==> src/rtl/clk_div_pkg.sv <==
// Shared types and helpers for the programmable clock divider.
// Divisor clamp keeps the counter range legal (minimum divide-by-2).
package clk_div_pkg;

  localparam int DIV_W   = 8;
  localparam int MIN_DIV = 2;

  typedef logic [DIV_W-1:0] div_t;

  function automatic div_t clamp_div(div_t d);
    return (d < div_t'(MIN_DIV)) ? div_t'(MIN_DIV) : d;
  endfunction

endpackage

==> src/rtl/clk_div_negedge_stage.sv <==
// Single falling-edge flop for the 50%-duty odd-divisor path.
// Kept alone so the mixed-edge timing can be constrained in isolation.
module clk_div_negedge_stage (
  input  logic clk,
  input  logic reset,
  input  logic d,
  output logic q
);

  always_ff @(negedge clk or posedge reset) begin
    if (reset) q <= 1'b0;
    else       q <= d;
  end

endmodule

==> src/rtl/clk_div_prog.sv <==
// Programmable integer clock divider with clock-enable strobe.
// Define CLK_DIV_DUTY50_EN for exact 50% duty on odd divisors.
module clk_div_prog
  import clk_div_pkg::*;
#(
  parameter int W           = DIV_W,
  parameter int DIV_DEFAULT = 3
) (
  input  logic         clk,
  input  logic         reset,
  input  logic         en,
  input  logic [W-1:0] div_in,
  input  logic         div_load,
  output logic         clk_out,
  output logic         ce_pulse,
  output logic         div_ack,
  output logic [W-1:0] div_active
);

  logic [W-1:0] cnt;
  logic [W-1:0] cnt_nxt;
  logic [W-1:0] div_q;
  logic [W-1:0] div_nxt;
  logic [W-1:0] pend;
  logic [W-1:0] load_val;
  logic [W-1:0] half;
  logic         pend_vld;
  logic         term;
  logic         apply;
  logic         run_nxt;
  logic         p;
  logic         p_nxt;

  generate
    if (W == DIV_W) begin : g_pkg_clamp
      assign load_val = clamp_div(div_in);
    end else begin : g_gen_clamp
      assign load_val = (div_in < W'(MIN_DIV)) ? W'(MIN_DIV) : div_in;
    end
  endgenerate

  always_comb begin
    term    = (cnt == div_q - W'(1));
    apply   = term && (pend_vld || div_load);
    div_nxt = div_q;
    if (apply) div_nxt = div_load ? load_val : pend;
    cnt_nxt = cnt + W'(1);
    run_nxt = 1'b1;
    if (term) begin
      run_nxt = en;
      cnt_nxt = en ? '0 : div_nxt - W'(1);
    end
    // ceil(N/2) without overflowing at the top of the range
    half  = (div_nxt >> 1) + W'(div_nxt[0]);
    p_nxt = run_nxt && (cnt_nxt < half);
  end

  always_ff @(posedge clk or posedge reset) begin
    if (reset) begin
      cnt      <= W'(DIV_DEFAULT - 1);
      div_q    <= W'(DIV_DEFAULT);
      pend     <= '0;
      pend_vld <= 1'b0;
      p        <= 1'b0;
      ce_pulse <= 1'b0;
      div_ack  <= 1'b0;
    end else begin
      cnt      <= cnt_nxt;
      div_q    <= div_nxt;
      p        <= p_nxt;
      ce_pulse <= term && en;
      div_ack  <= apply;
      if (apply) begin
        pend_vld <= 1'b0;
      end else if (div_load) begin
        pend     <= load_val;
        pend_vld <= 1'b1;
      end
    end
  end

  assign div_active = div_q;

`ifdef CLK_DIV_DUTY50_EN
  logic n;

  clk_div_negedge_stage u_neg (
    .clk   (clk),
    .reset (reset),
    .d     (p),
    .q     (n)
  );

  assign clk_out = div_q[0] ? (p & n) : p;
`else
  assign clk_out = p;
`endif

endmodule
==> config.mk <==
export PLATFORM = sky130hd
export DESIGN_NAME = clk_div_prog
export DESIGN_NICKNAME = d
export VERILOG_FILES = /design/src/rtl/clk_div_pkg.sv /design/src/rtl/clk_div_negedge_stage.sv /design/src/rtl/clk_div_prog.sv
export SDC_FILE = /design/constraint.sdc
export NUM_CORES = 1
export LEC_CHECK = 0
export CORE_MARGIN = 2
export CORE_UTILIZATION = 59
export CTS_BUF_LIST = sky130_fd_sc_hd__clkbuf_2
export DETAILED_ROUTE_END_ITERATION = 16
export PLACE_DENSITY_LB_ADDON = 0.12
export SYNTH_ARGS = -nofsm -noshare
export SYNTH_HDL_FRONTEND = slang
export SYNTH_SLANG_ARGS = --single-unit
==> constraint.sdc <==
create_clock -name clk -period 5 [get_ports clk]
set_clock_uncertainty 0.2 [all_clocks]
set_input_delay 0.75 -clock clk [delete_from_list [all_inputs] [get_ports clk]]
set_output_delay 0.75 -clock clk [all_outputs]
set_load 0.1 [all_outputs]
# Yosys cells after proc, flatten, opt, wreduce, memory -nomap -nowiden
# Cells that the tools add are included.
[totals]
reg_bits = 28
output_inout_bits = 11
wordCells = 27
[op_classes]
mux = 8
n_eq_ne = 1
reduce_logical = 5
add_sub_neg = 4
n_lt_le_gt_ge = 2
[ops]
columns = ["operator", "n"]
rows = [
  ["2-to-1 mux 8 bit", 5],
  ["subtractor 8 x 1 -> 8 bit, second input constant", 2],
  ["adder 7 x 1 -> 8 bit", 1],
  ["adder 8 x 1 -> 8 bit, second input constant", 1],
  ["== test 8 bit", 1],
  ["less-than comparator 8 x 2 -> 1 bit, second input constant", 1],
  ["less-than comparator 8 bit", 1],
  ["logical AND 1 bit", 3],
  ["2-to-1 mux 1 bit", 3],
  ["nonzero test 2 bit", 1],
  ["logical OR 1 bit", 1],
]

# Longest topological paths before layout
[logic_depth]
ltp_word = 9
depth_mapped = 22
depth_no_buf = 20

# Worst setup path after synthesis
# OpenSTA, ideal clock, no wires.
[synth_path]
kind = "reg-to-reg"
start = "register div_q[4], in the netlist div_active[4]"
end = "register p, in the netlist clk_out"
path_buffers = 3
path_stages_with_launch = 20
setup_time_ns = 0.065
arrival_time_ns = 4.328
path_slack_ns = 0.407
path_cell_list = "dfrtp_1 buf_4 or3_4 nor3_2 o21ai_2 a2111oi_4 nand2_4 buf_6 buf_2 o21ai_1 ha_1 nand2_1 nor3_1 xor2_1 o21ai_0 o31ai_1 ha_1 a21o_1 a21oi_1 o211a_1"
[synth_between]
elab_chain_len = 9
word_cells_on_any_way = 11
cone_classes = "3 x add/sub; 1 x order compare; 1 x eq/ne; 4 x mux; 2 x reduce/logical"
[synth_lines]
columns = ["item", "line_no", "text"]
rows = [
  ["start, declared", "clk_div_prog.sv:22", "logic [W-1:0] div_q;"],
  ["start signal, assigned", "clk_div_prog.sv:61", "div_q <= W'(DIV_DEFAULT);"],
  ["start signal, assigned", "clk_div_prog.sv:69", "div_q <= div_nxt;"],
  ["subtractor 8 x 1 -> 8 bit", "clk_div_prog.sv:43", "term = (cnt == div_q - W'(1));"],
  ["== test 8 bit", "clk_div_prog.sv:43", ""],
  ["logical AND 1 bit", "clk_div_prog.sv:44", "apply = term && (pend_vld || div_load);"],
  ["2-to-1 mux 8 bit", "clk_div_prog.sv:46", "if (apply) div_nxt = div_load ? load_val : pend;"],
  ["subtractor 8 x 1 -> 8 bit", "clk_div_prog.sv:51", "cnt_nxt = en ? '0 : div_nxt - W'(1);"],
  ["2-to-1 mux 8 bit", "clk_div_prog.sv:51", ""],
  ["2-to-1 mux 8 bit (*)", "clk_div_prog.sv:49", "if (term) begin"],
  ["via cnt_nxt[6]", "clk_div_prog.sv:21", "logic [W-1:0] cnt_nxt;"],
  ["less-than comparator 8 bit (*)", "clk_div_prog.sv:55", "p_nxt = run_nxt && (cnt_nxt < half);"],
  ["logical AND 1 bit (*)", "clk_div_prog.sv:55", ""],
  ["via p_nxt", "clk_div_prog.sv:32", "logic p_nxt;"],
  ["end signal, assigned", "clk_div_prog.sv:70", "p <= p_nxt;"],
  ["end, declared", "clk_div_prog.sv:31", "logic p;"],
]
# Mark *: on every way through the listed nets, which the timed path passes. The rest lies on a longest branch.
# A chain may end at the register's enable or synchronous reset.

# Final worst setup path
[layout_path]
start = "register div_q[5], in the netlist div_active[5]"
end = "register p, in the netlist clk_out"
# The elaborated chain is that of the path after synthesis.

==> results_dict.tcl <==
set metrics [dict create \
    grt_use_total_pct 26.8 \
    coreArea_um2 3660 \
    io_pins 23 \
    dp.final_hpwl_um 4170 \
    worst_slew_pin_slew_ns 1.05 \
    place_area_um2 2510 \
    cp_max_fo 26 \
    holdWs_ns 0.336 \
    grt_max_degree 29 \
    postCtsSetupBuffers 0 \
    antenna_cells 0 \
    area_growth_pct 12.2 \
    post-route-min-period_ns 4.68 \
    synth.distinct_cells 55 \
    min_period_over_period_pct 93.7 \
    worstPathRequired_ns 5.12 \
    postRouteAntennaNets 0 \
    slew_viol_final 0 \
    cts_tree "done" \
    cts.htree.levels 1 \
    die_y_um 65.9 \
    placedCellCount 305 \
    final_area_um2 2530 \
    min_path_type "reg -> reg" \
    nNetsFinal 286 \
    ir_drop_uv 116 \
    max_freq_mhz 214 \
    status "finished clean" \
    cp.arrival_ns 4.81 \
    cts_sinks 28 \
    grt_pass1_wl_um 8740 \
    synth_ff_type "dfrtp_1" \
    fin_cells 309 \
    netlist_instances 240 \
    route.detailed.drc 0 \
    path_clk_slew_ns 0.27 \
    yosysWarnings 0 \
    antenna_found_initial 0 \
    initial_core_util_pct 61.7 \
    drv_cap 0 \
    power_density_nw_per_um2 150 \
    cts.repair.resized 0 \
    leakagePower_nw 1.05 \
    cts_buffer_depth 2 \
    layout-drive-gt1-share_pct 13.8 \
    first_pass_iters 4 \
    detail_route.iter0.violations 82 \
    vias 1858 \
    finalHoldViolCount 0 \
    relSlewSlack_pct 30.1 \
    port_buffers 22 \
    fin_tns_setup_ns 0 \
    finalWeightedCongestion 0.959 \
    clockRootBuffer "clkbuf_2" \
    synth_edf_count 0 \
    placementRows 22 \
    routed_wirelength_um 5310 \
    crit_path_start_kind "flip-flop" \
    syn_area_per_cell_um2 9.40 \
    gr-total-overflow 0 \
    grt_pass1_vias 1789 \
    rsz0062_at_grt "false" \
    synth_fp_nets 264 \
    total_power_mw 0.379 \
    fillers 311 \
    synth_seq_cells 28 \
    routed_via_density 6.01 \
    post_drt_wl_per_cell_um 17.2 \
    synthesis.area_um2 2260 \
    synth_seq_area_share_pct 31.2 \
    die_w_um 65.9 \
    async_reset_ff_share_pct 100 \
    postCtsHoldBufs 0 \
    die_area_um2 4340 \
    numCtsBuffers 3 \
    setup_viol 0 \
    clock_latency_ns 0.37 \
    endpoint_kind "flip-flop" \
    critical_path_class "reg -> reg" \
]
## cells in the final DEF, fill, tap and decap left out, drive strengths merged, types with 3 or more instances in the layout
cell           count
a21o               4
a21oi              8
and3               6
buf                4
clkbuf             3
clkdlybuf4s50     22
dfrtp             25
dfstp              3
ha                12
inv               12
mux2              16
mux2i              8
nand2             13
nand2b             3
nand3             12
nor2              15
nor2b              4
nor3               7
o21a               3
o21ai             15
o22ai              4
or3                3
xnor2             19
xor2              11
## synthesized netlist by cell type (5+ instances only)
library cell | instances | share of area, %
nor3_1 | 5 | 1.1
xnor2_1 | 19 | 7.4
inv_1 | 12 | 2.0
mux2i_1 | 7 | 3.1
o21ai_0 | 10 | 2.2
nor2_1 | 14 | 2.3
ha_1 | 12 | 6.7
nand3_1 | 12 | 2.7
a21oi_1 | 8 | 1.8
clkbuf_1 | 5 | 0.83
xor2_1 | 11 | 4.3
dfrtp_1 | 25 | 28
nand2_1 | 12 | 2.0
mux2_2 | 16 | 8.0
and3_1 | 6 | 1.7
## routing by layer
metal  share of wire (%)  global-route usage [%]
met5                   0                       0
met4                 1.5                    7.81
met3                 4.0                    2.04
met2                  49                    45.2
met1                  45                    36.9
## report_power, final
| group | leakage, nW | switching, mW | total, mW | internal [mW] |
|---|---|---|---|---|
| clock network | 0.0140 | 0.0667 | 0.0841 | 0.0174 |
| registers | 0.332 | 0.00424 | 0.238 | 0.233 |
| logic | 0.709 | 0.0300 | 0.0569 | 0.0269 |
## sequential cells by signal, summed over array words and instances, names as in the netlist
signal and flops:
cnt 8, clk_out 1, div_ack 1, div_active 8
pend_vld 1, pend 8, ce_pulse 1
## worst paths after layout
kind / slack, ns / start / endpoint / cells after the start
setup / recovery: 0.32 / div_active[5]$_DFF_PP0_ / clk_out$_DFF_PP0_ / 16
hold / removal: 0.34 / pend[7]$_DFFE_PP0P_ / pend[7]$_DFFE_PP0P_ / 1
setup reg to reg: 0.32 / div_active[5]$_DFF_PP0_ / clk_out$_DFF_PP0_ / 16
hold reg to reg: 0.34 / pend[7]$_DFFE_PP0P_ / pend[7]$_DFFE_PP0P_ / 1
max in group asynchronous: 3.28 / reset / clk_out$_DFF_PP0_ / 2
min in group asynchronous: 0.68 / reset / pend[4]$_DFFE_PP0P_ / 2
## cell type report
cell class	count	area [um^2]	share of cell area [%]
Clock buffer	3	15.0	0.593
Clock inverter	1	3.75	0.148
Inverter	12	45.0	1.78
Multi-Input combinational cell	191	1450	57.4
Sequential cell	28	704	27.8
Tap cell	48	60.1	2.37
Timing Repair Buffer	26	250	9.88
## worst max-delay path, cell delays in order (launching register included)
cell	delay, ns
dfrtp_1	0.57
or3_4	0.41
nor3_2	0.20
o21ai_2	0.13
a2111oi_4	0.44
nand2_4	0.27
mux2i_1	0.29
ha_1	0.32
nand2_1	0.13
nor3_1	0.20
xor2_1	0.18
o21ai_0	0.09
o31ai_1	0.33
ha_1	0.32
a21o_1	0.17
a21oi_1	0.20
o211a_1	0.17
## through the flow
step	setup slack [ns]	utilization [%]
floorplan	0.407	-
global placement	0.559	68.7
detailed placement	0.453	68.7
CTS	0.400	69.2
global route	0.0143	69.2
finish	0.316	69.2
## kinds of logic after synthesis
logic type / share of synthesized area (%)
buffers and inverters: 4.38
AND/OR/NAND/NOR: 17.5
AO/OA/AOI/OAI: 16.6
XOR/XNOR: 11.6
adder cells (fa/ha/maj): 6.65
multiplexers: 12.1
flip-flops: 31.2
Power figures use the tool's default switching activity.
